**config.mk**
```make
export PLATFORM = sky130hd
export DESIGN_NAME = uart_rx
export DESIGN_NICKNAME = d
export VERILOG_FILES = /design/src/rtl/uart_rx.sv
export SDC_FILE = /design/constraint.sdc
export NUM_CORES = 1
export LEC_CHECK = 0
export CAP_MARGIN = 40
export CORE_MARGIN = 4
export CORE_UTILIZATION = 40
export DETAILED_ROUTE_END_ITERATION = 8
export HOLD_SLACK_MARGIN = 0.03
export PLACE_DENSITY = 0.61
export SLEW_MARGIN = 5
export SYNTH_ARGS = -nofsm -noshare
export SYNTH_HDL_FRONTEND = slang
export SYNTH_SLANG_ARGS = --single-unit
```
**constraint.sdc**
```tcl
create_clock -name i_clk -period 1.9 [get_ports i_clk]
set_input_delay 0.57 -clock i_clk [delete_from_list [all_inputs] [get_ports i_clk]]
set_output_delay 0.57 -clock i_clk [all_outputs]
set_load 0.02 [all_outputs]
```
**src/rtl/uart_rx.sv**
```systemverilog
// 8N1 UART receiver: synchronized input, mid-bit sampling from a single bit-timing
// counter, registered byte output with one-cycle valid / frame-error strobes.
module uart_rx #(
    parameter int CLKS_PER_BIT = 2500,
    parameter int SYNC_STAGES  = 2
) (
    input  logic       i_clk,
    input  logic       i_rst,
    input  logic       i_rx,
    output logic [7:0] o_data,
    output logic       o_valid,
    output logic       o_frame_err,
    output logic       o_busy
);

    localparam int CW = $clog2(CLKS_PER_BIT);
    localparam logic [CW-1:0] HALF_M1 = CW'(CLKS_PER_BIT / 2 - 1);
    localparam logic [CW-1:0] FULL_M1 = CW'(CLKS_PER_BIT - 1);

    typedef enum logic [2:0] {
        IDLE,
        START,
        DATA,
        STOP,
        WAIT_IDLE
    } state_t;

    state_t                 r_state, w_state_next;
    logic [CW-1:0]          r_cnt, w_cnt_next;
    logic [2:0]             r_idx, w_idx_next;
    logic [7:0]             r_shift, w_shift_next;
    logic [7:0]             r_data, w_data_next;
    logic                   r_valid, w_valid_next;
    logic                   r_ferr, w_ferr_next;
    logic [SYNC_STAGES-1:0] r_sync;
    logic                   w_rx_s;

    // Synchronizer resets to the idle (high) line level so reset never looks like a start edge.
    always_ff @(posedge i_clk or posedge i_rst) begin
        if (i_rst) begin
            r_sync <= '1;
        end else begin
            r_sync[0] <= i_rx;
            for (int unsigned i = 1; i < SYNC_STAGES; i++) begin
                r_sync[i] <= r_sync[i-1];
            end
        end
    end

    assign w_rx_s = r_sync[SYNC_STAGES-1];

    always_ff @(posedge i_clk or posedge i_rst) begin
        if (i_rst) begin
            r_state <= IDLE;
            r_cnt   <= '0;
            r_idx   <= '0;
            r_shift <= '0;
            r_data  <= '0;
            r_valid <= 1'b0;
            r_ferr  <= 1'b0;
        end else begin
            r_state <= w_state_next;
            r_cnt   <= w_cnt_next;
            r_idx   <= w_idx_next;
            r_shift <= w_shift_next;
            r_data  <= w_data_next;
            r_valid <= w_valid_next;
            r_ferr  <= w_ferr_next;
        end
    end

    always_comb begin
        w_state_next = r_state;
        w_cnt_next   = r_cnt;
        w_idx_next   = r_idx;
        w_shift_next = r_shift;
        w_data_next  = r_data;
        w_valid_next = 1'b0;
        w_ferr_next  = 1'b0;
        unique case (r_state)
            IDLE: begin
                w_cnt_next = '0;
                if (!w_rx_s) begin
                    w_state_next = START;
                end
            end
            START: begin
                if (r_cnt == HALF_M1) begin
                    w_cnt_next = '0;
                    w_idx_next = '0;
                    // A line back high at mid start bit was a glitch, not a frame.
                    w_state_next = w_rx_s ? IDLE : DATA;
                end else begin
                    w_cnt_next = r_cnt + CW'(1);
                end
            end
            DATA: begin
                if (r_cnt == FULL_M1) begin
                    w_cnt_next            = '0;
                    w_shift_next[r_idx]   = w_rx_s;
                    if (r_idx == 3'd7) begin
                        w_state_next = STOP;
                    end else begin
                        w_idx_next = r_idx + 3'd1;
                    end
                end else begin
                    w_cnt_next = r_cnt + CW'(1);
                end
            end
            STOP: begin
                if (r_cnt == FULL_M1) begin
                    w_cnt_next = '0;
                    if (w_rx_s) begin
                        w_data_next  = r_shift;
                        w_valid_next = 1'b1;
                        w_state_next = IDLE;
                    end else begin
                        w_ferr_next  = 1'b1;
                        w_state_next = WAIT_IDLE;
                    end
                end else begin
                    w_cnt_next = r_cnt + CW'(1);
                end
            end
            WAIT_IDLE: begin
                w_cnt_next = '0;
                if (w_rx_s) begin
                    w_state_next = IDLE;
                end
            end
            default: begin
                w_state_next = IDLE;
                w_cnt_next   = '0;
            end
        endcase
    end

    assign o_data      = r_data;
    assign o_valid     = r_valid;
    assign o_frame_err = r_ferr;
    assign o_busy      = (r_state != IDLE);

endmodule

```
==> results_dict.tcl <==
set metrics [dict create \
    critPathCaptureType "register" \
    drc 0 \
    rsz0062_at_grt "true" \
    mostFrequentLayoutCell "dfrtp_1" \
    synth_edf_count 0 \
    synthCells 167 \
    setup_tns_ps 0 \
    cts_htree_levels 2 \
    synth_area_sq_mm 0.00187 \
    max-slew-margin-rel_pct 77.3 \
    clock_skew_ps 6.60 \
    cts_buffer_depth 2 \
    max_freq_mhz 529 \
    worstPathMaxFanout 6 \
    io_pins 14 \
    hold_class "register to register" \
    antenna_left 0 \
    gp_congestion 0.926 \
    dieWidth_microns 76.3 \
    vdd_ir_drop_max_mv 0.512 \
    grt_overflow 0 \
    cts.sinks 38 \
    drt_iter0_drc 75 \
    required_ps 2070 \
    tightest_slew_ps 337 \
    post-route-period-util_pct 99.4 \
    grt_pass1_wl_mm 6.64 \
    antenna_cells 0 \
    cp-start-kind "register" \
    antenna_found_initial 0 \
    clk_latency_ps 280 \
    ctsHoldBuffers 0 \
    final_cell_mix "dfrtp_1, buf_4, nor2_1" \
    fillCellCount 390 \
    multi_input_area_sq_um 902 \
    hold_viol 0 \
    outcome "completed" \
    num_rows 24 \
    routedWlPerCell_microns 14.8 \
    die-area_sq_mm 0.00583 \
    register_area_sq_um 953 \
    nets 217 \
    cts_tree "built" \
    place_ws_ps 43.4 \
    seq_area_frac_synth_pct 51.0 \
    area_growth_pct 30.6 \
    grt_usage_pct 14.0 \
    hpwlAfterDp_mm 2.72 \
    cap_violations 0 \
    grt_pass1_vias 1444 \
    leakage_nw 1.07 \
    synth_area_per_cell_sq_um 11.2 \
    period_needed_ps 1890 \
    setup_violations 0 \
    drtPass1Iterations 4 \
    yosys_most_used_dff "dfrtp_1" \
    cellPowerDensity_mw_per_mm2 676 \
    fin_util_pct 54.9 \
    arrival_ps 2060 \
    core_area_sq_mm 0.00444 \
    drive_gt1_share_pct 36.0 \
    grt_max_degree 39 \
    dr_total_vias 1386 \
    ys_seq_elements 38 \
    cts_buffers 5 \
    yosys_warnings 0 \
    synth_fp_nets 174 \
    wirelength_mm 3.89 \
    path_class "register to register" \
    port_buffers 13 \
    layout_setup_ws_ps 11.4 \
    via_per_inst 5.27 \
    timing.hold.ws_ps 355 \
    yosys.cell_types.count 42 \
    die_y_microns 76.3 \
    start_util_pct 42.0 \
    async_flop_share_pct 100 \
    clockRootBuffer "clkbuf_8" \
    drv_slew 0 \
    clk_pin_slew_worst_paths_ps 80 \
]
power breakdown:
part           internal (W)  switching, W
logic            0.00000989     0.0000210
clock network      0.000526      0.000279
registers          0.000812    0.00000123
total               0.00135      0.000301
final cells by class:
type | count | share of cell area, %
Clock buffer | 5 | 2.82
Tap cell | 52 | 2.67
Timing Repair Buffer | 42 | 14.6
Multi-Input combinational cell | 116 | 37.0
Inverter | 7 | 1.08
Clock inverter | 3 | 2.82
Sequential cell | 38 | 39.1
critical path, cell delays in order (launching register included):
cell and delay (ps):
dfrtp_1 410, ha_2 210, and3b_1 190, nand4_2 220, nor4_2 380, mux2_2 370
state kept, by name, summed over array words and instances, names as in the netlist:
name / count
o_valid: 1
r_state: 3
r_cnt: 12
r_shift: 8
r_sync: 2
r_idx: 3
o_frame_err: 1
o_data: 8
Yosys cell counts, types with 2 or more instances:
library cell	instances	area (sq um)
dfrtp_1	36	901
nor2_1	20	75.1
mux2_2	17	191
nand2_1	10	37.5
inv_1	7	26.3
nor4_1	7	43.8
xnor2_1	7	61.3
nand3_1	6	30.0
nand4_1	6	37.5
nor3_1	6	30.0
ha_1	4	50.1
clkbuf_1	3	11.3
xor2_1	3	26.3
a21oi_2	2	17.5
dfstp_2	2	52.6
mux2i_1	2	20.0
nand4_2	2	25.0
nand4b_1	2	17.5
nor3b_1	2	15.0
final timing paths:
check / startpoint / slack [ps] / cells after the start / endpoint
setup / recovery: r_cnt[1] / 10 / 5 / r_shift[6]
hold / removal: r_sync[0] / 350 / 0 / r_sync[1]
setup reg to reg: r_cnt[1] / 10 / 5 / r_shift[6]
hold reg to reg: r_sync[0] / 350 / 0 / r_sync[1]
max in group asynchronous: i_rst / 1020 / 3 / r_sync[0]
min in group asynchronous: i_rst / 630 / 3 / r_cnt[4]
metal layers:
layer / global-route usage (%) / up-vias / wire [microns]
met5: 0 / - / 0
met4: 4.89 / 0 / 66
met3: 4.14 / 9 / 122
met2: 22.2 / 33 / 1930
met1: 18.2 / 674 / 1780
li1: - / 670 / -
stage by stage:
step	power [W]	std cells	instance area (sq um)
after global placement	0.000860	250	2220
after global routing	0.00171	263	2440
final	0.00165	263	2440
after CTS	0.00167	258	2360
after floorplan	0.000845	167	1870
after detailed placement	0.000862	250	2220
cell families (layout without fill, tap and decap cells):
family / after synthesis / in the layout / synth area share (%)
buffers and inverters: 13 / 57 / 3.28
adders and majority gates: 4 / 4 / 2.68
DFF: 38 / 38 / 51.0
muxes: 19 / 19 / 11.3
xor gates and xnor gates: 10 / 10 / 4.69
and+or+nand+nor: 77 / 77 / 24.5
AOI/OAI and AO/OA: 6 / 6 / 2.48
what timing repair did:
action                     in CTS  in global routing
pin swaps                       0                  3
resized for setup               3                 14
buffers inserted                0                  4
gates cloned                    0                  1
setup endpoints to repair       1                 24
No activity file was read; power rests on OpenSTA's default activity.
